===== src/rtl/ee357_alu.sv =====
// Single-cycle registered 32-bit MIPS-style ALU (ADD/SUB/logic/SLT/shifts/JR).
// Optional barrel shifter enabled by defining EE357_ALU_SHIFT_EN.
module ee357_alu (
  input  logic        clk,
  input  logic        rst,
  input  logic [31:0] opa,
  input  logic [31:0] opb,
  input  logic [5:0]  func,
  output logic [31:0] res,
  output logic        uov,
  output logic        sov,
  output logic        zero,
  output logic        cout
);

  localparam logic [5:0] F_ADD = 6'b100000;
  localparam logic [5:0] F_SUB = 6'b100010;
  localparam logic [5:0] F_AND = 6'b100100;
  localparam logic [5:0] F_OR  = 6'b100101;
  localparam logic [5:0] F_XOR = 6'b100110;
  localparam logic [5:0] F_NOR = 6'b100111;
  localparam logic [5:0] F_SLT = 6'b101010;
  localparam logic [5:0] F_JR  = 6'b001000;
`ifdef EE357_ALU_SHIFT_EN
  localparam logic [5:0] F_SLL = 6'b000000;
  localparam logic [5:0] F_SRL = 6'b000010;
  localparam logic [5:0] F_SRA = 6'b000011;
`endif

  logic        is_sub;
  logic [31:0] b_add;
  logic [32:0] sum;
  logic        ovf;

  logic [31:0] res_d, res_q;
  logic        uov_d, uov_q;
  logic        sov_d, sov_q;
  logic        cout_d, cout_q;
  logic        zero_q;

  // One shared adder: SUB and SLT feed ~opb with a carry-in of 1.
  always_comb begin
    is_sub = (func == F_SUB) || (func == F_SLT);
    b_add  = is_sub ? ~opb : opb;
    sum    = {1'b0, opa} + {1'b0, b_add} + {32'd0, is_sub};
    ovf    = (opa[31] == b_add[31]) && (sum[31] != opa[31]);
  end

  always_comb begin
    res_d  = 32'd0;
    uov_d  = 1'b0;
    sov_d  = 1'b0;
    cout_d = 1'b0;
    case (func)
      F_ADD: begin
        res_d  = sum[31:0];
        cout_d = sum[32];
        uov_d  = sum[32];
        sov_d  = ovf;
      end
      F_SUB: begin
        res_d  = sum[31:0];
        cout_d = sum[32];
        uov_d  = ~sum[32];
        sov_d  = ovf;
      end
      F_SLT: begin
        res_d  = {31'd0, sum[31] ^ ovf};
        cout_d = sum[32];
        uov_d  = ~sum[32];
        sov_d  = ovf;
      end
      F_AND: res_d = opa & opb;
      F_OR:  res_d = opa | opb;
      F_XOR: res_d = opa ^ opb;
      F_NOR: res_d = ~(opa | opb);
      F_JR:  res_d = opa;
`ifdef EE357_ALU_SHIFT_EN
      F_SLL: res_d = opb << opa[4:0];
      F_SRL: res_d = opb >> opa[4:0];
      F_SRA: res_d = $unsigned($signed(opb) >>> opa[4:0]);
`endif
      default: res_d = 32'd0;
    endcase
  end

  always_ff @(posedge clk) begin
    if (rst) begin
      res_q  <= 32'd0;
      uov_q  <= 1'b0;
      sov_q  <= 1'b0;
      cout_q <= 1'b0;
      zero_q <= 1'b1;
    end else begin
      res_q  <= res_d;
      uov_q  <= uov_d;
      sov_q  <= sov_d;
      cout_q <= cout_d;
      zero_q <= (res_d == 32'd0);
    end
  end

  assign res  = res_q;
  assign uov  = uov_q;
  assign sov  = sov_q;
  assign zero = zero_q;
  assign cout = cout_q;

endmodule


===== config.mk =====
export PLATFORM = sky130hd
export DESIGN_NAME = ee357_alu
export DESIGN_NICKNAME = d
export VERILOG_FILES = /design/src/rtl/ee357_alu.sv
export SDC_FILE = /design/constraint.sdc
export NUM_CORES = 1
export LEC_CHECK = 0
export ABC_AREA = 1
export CAP_MARGIN = 40
export CORE_UTILIZATION = 59
export DETAILED_ROUTE_END_ITERATION = 8
export PLACE_DENSITY = 0.92
export SYNTH_ARGS = -nofsm -noshare
export SYNTH_HDL_FRONTEND = slang
export SYNTH_SLANG_ARGS = --single-unit

===== constraint.sdc =====
create_clock -name clk -period 7.4 [get_ports clk]
set_input_delay 1.48 -clock clk [delete_from_list [all_inputs] [get_ports clk]]
set_output_delay 1.48 -clock clk [all_outputs]
set_load 0.02 [all_outputs]

==> results.md <==
- Max Clk Rate: 0.189 GHz
- Post-DP HPWL: roughly 15 mm
- Largest net degree at the start of global routing: 36
- Avg Inst Size Synth: approximately 6 µm²
- Placeable Area: 9420 µm²
- Compound-Gate Fraction of Synth Area: about 18%
- Max-slew headroom: 27.8%
- I/O Buffers: 107
- Largest family of logic cells by synthesized area: simple AND/OR/NAND/NOR gates
- Mux cell area share after synthesis: 0%
- WL per Instance: between 15 and 20 µm
- Final min period: approximately 5.3 ns
- Unrepaired setup endpoints after global routing: no
- Area share of the largest cell type after synthesis: roughly a fifth
- Total grt overflow: 0
- Hold Fails Final Rpt: 0
- # fillers: roughly 800
- Outcome: finished, final reports clean
- Req. time, crit path: about 7.6 ns
- Final setup violation count: 0
- Clock buffer depth: 2
- Slew Viols, Final: 0
- Met3 routed WL: between 1.5 and 2 mm
- Biggest cell delay along the critical path: around 0.53 ns
- Worst Path Max Fanout: 35
- Share of the yosys chip area belonging to registers: around an eighth
- Number of diodes: 0
- Leak: approximately 3.5 nW
- Vias in the first global route: roughly 6200
- Final nets: approximately 1200
- Least-Margin Pin Slew: between 1 and 1.5 ns
- Num rows: 35
- Mapped Cells: around 950
- TritonRoute pass-1 iters: 7
- Critical path, cell by cell: clkdlybuf4s50_1 -> inv_2 -> nor2_2 -> nand3_4 -> xor2_1 -> ha_1 -> nand2_1 -> o21ai_0 -> inv_1 -> nand2_1 -> inv_1 -> nand2_1 -> nand3_1 -> a21oi_1 -> nor2_1 -> nor2_1 -> nand3_1 -> nor2_1 -> nand3_1 -> o21bai_1
- Die area: 10300 µm²
- Type of the tightest min-delay check: in -> reg
- Asr flop ratio synth: 0%
- Antenna violations before repair: 0
- Peak supply drop: roughly 0.072 mV
- CP delay by family, top: simple AND/OR/NAND/NOR gates
- Top post-synthesis cells by area: ha_1 21%, nand2_1 14%, dfxtp_1 12%
- Slowest-stage cell, CP: clkdlybuf4s50_1
- Hold Buf Count CTS: 0
- Post-synth EDFFs: 0
- Ys flop type: dfxtp_1
- Post-DR vias/cell: about 5.8
- Setup repair bufs after CTS: 0
- First-pass GRT wire length: approximately 30 mm
- Most frequent cells in the layout: 217 x nand2_1, 157 x inv_1, 107 x clkdlybuf4s50_1, 97 x ha_1, 90 x nor2_1
- Max_cap viols: 0
- Post-Synth Adder-Cell Area: approximately a fifth
- Drt drc: 0
- Met2 WL: 8.53 mm
- Flops & latches, synth: 36
- WP buf/inv: 4
- Post_cts resized: 0
- Initial Util: 61.9%
- Uppermost layer routed: met4
- DRT iter0 DRCs: 520
- Cts bufs inserted: 5
- I/O pin cnt: 108
- Xor/xnor cell area share of the yosys netlist: a little under 5%
- WL final: 19.4 mm
- Via Count: 6796
- Power consumption: between 0.7 and 0.8 mW
- Post-route ant nets: 0
- Critical path endpoint category: register
- Fin Setup TNS: 0 ns
- Chip height: slightly above 100 µm
- Post-Syn Area: 5830 µm²
- Yosys warnings: 0
- P per Cell Area: 107 nW/µm²
- Global-route usage over all layers: between 30% and 40%
- Clock Sinks: 36
- Critical path class: in -> reg
- Arr. time, crit path: 5.53 ns
- Clock-pin slew on the worst setup and hold paths: ~0.090 ns
- Die width: a little over 100 µm
- CTS H-Tree Depth: 2
- Crit share post-route: between 70% and 80%
- Area growth syn-to-layout: 21.8%
- Post-Synth Simple-Gate Area: 31.6%
- Final Wtd Congestion: 1.02
- Syn Nets: around 1100
- Met1 wire length: 8.45 mm
- Share of cells above drive strength 1: 3.24%
- Unique masters post-synth: 47
- Crit path launch type: input pin
- TritonCTS clock tree: yes
- Area leader, netlist: ha_1
- Root buffer cell: clkbuf_8
- Most common cell after layout, fill and taps aside: nand2_1
synthesized netlist by cell type (all sizes together) (2+ instances only):
cell type and number:
dfxtp 36, nand3 62, nor3 13, o22ai 7, buf 13, a21boi 3
ha 97, nor2 92, o21bai 2, nor4 4, a21oi 65, xor2 32
o21ai 59, a211oi 16, clkbuf 10, o211ai 6, nand2 225, a221oi 3
a2111oi 2, a22o 2, o221ai 2, or2 2, a21o 3, o2111ai 3
nand4 11, nand3b 14, inv 163
per-stage QoR:
stage | hold WS, ns | utilization [%] | instances | area, µm² | worst slack, ns
4_1_cts | 1.98 | 75.4 | 1179 | 7100 | 2.27
5_1_grt | 2.02 | 75.4 | 1179 | 7100 | 1.98
3_5_place_dp | 2.27 | 74.3 | 1171 | 6990 | 1.97
2_1_floorplan | 1.72 | - | 954 | 5830 | 3.34
6_report | 1.98 | 75.4 | 1179 | 7100 | 2.11
3_3_place_gp | 2.27 | 74.2 | 1170 | 6980 | 2.02
registers in the layout, summed over array words and instances (netlist names):
register / flops
res: 32
zero: 1
sov: 1
cout: 1
uov: 1
kinds of logic (layout without fill, tap and decap cells):
family                   after synthesis  in the layout
AND/OR/NAND/NOR                      426            426
AO/OA/AOI/OAI                        176            176
flip-flops                            36             36
XOR/XNOR                              32             32
buffers and inverters                186            282
adder cells (fa/ha/maj)               98             98
metal layers:
layer  GRT usage (%)  vias to the layer above
met5               0                        -
met4            14.7                        0
met3            4.00                       44
met2            61.3                      388
met1            52.1                     3045
li1                -                     3319
path summary, 6_finish.rpt:
check / startpoint / end / slack [ns] / cells past startpoint
setup / recovery: func[1] / zero / 2.11 / 20
hold / removal: func[3] / uov / 1.98 / 6
area by class of cell:
| class | instances | area (µm²) | area share, % |
|---|---|---|---|
| Sequential cell | 36 | 721 | 10.1 |
| Timing Repair Buffer | 111 | 1100 | 15.6 |
| Multi-Input combinational cell | 732 | 4390 | 61.9 |
| Clock inverter | 2 | 35.0 | 0.493 |
| Tap cell | 129 | 161 | 2.27 |
| Clock buffer | 6 | 72.6 | 1.02 |
| Inverter | 163 | 612 | 8.62 |
where the power goes:
group | switching (mW) | internal, mW
Combinational | 0.224 | 0.142
Sequential | 0.00182 | 0.199
Clock | 0.0908 | 0.100
(Power assumes the default switching activity.)
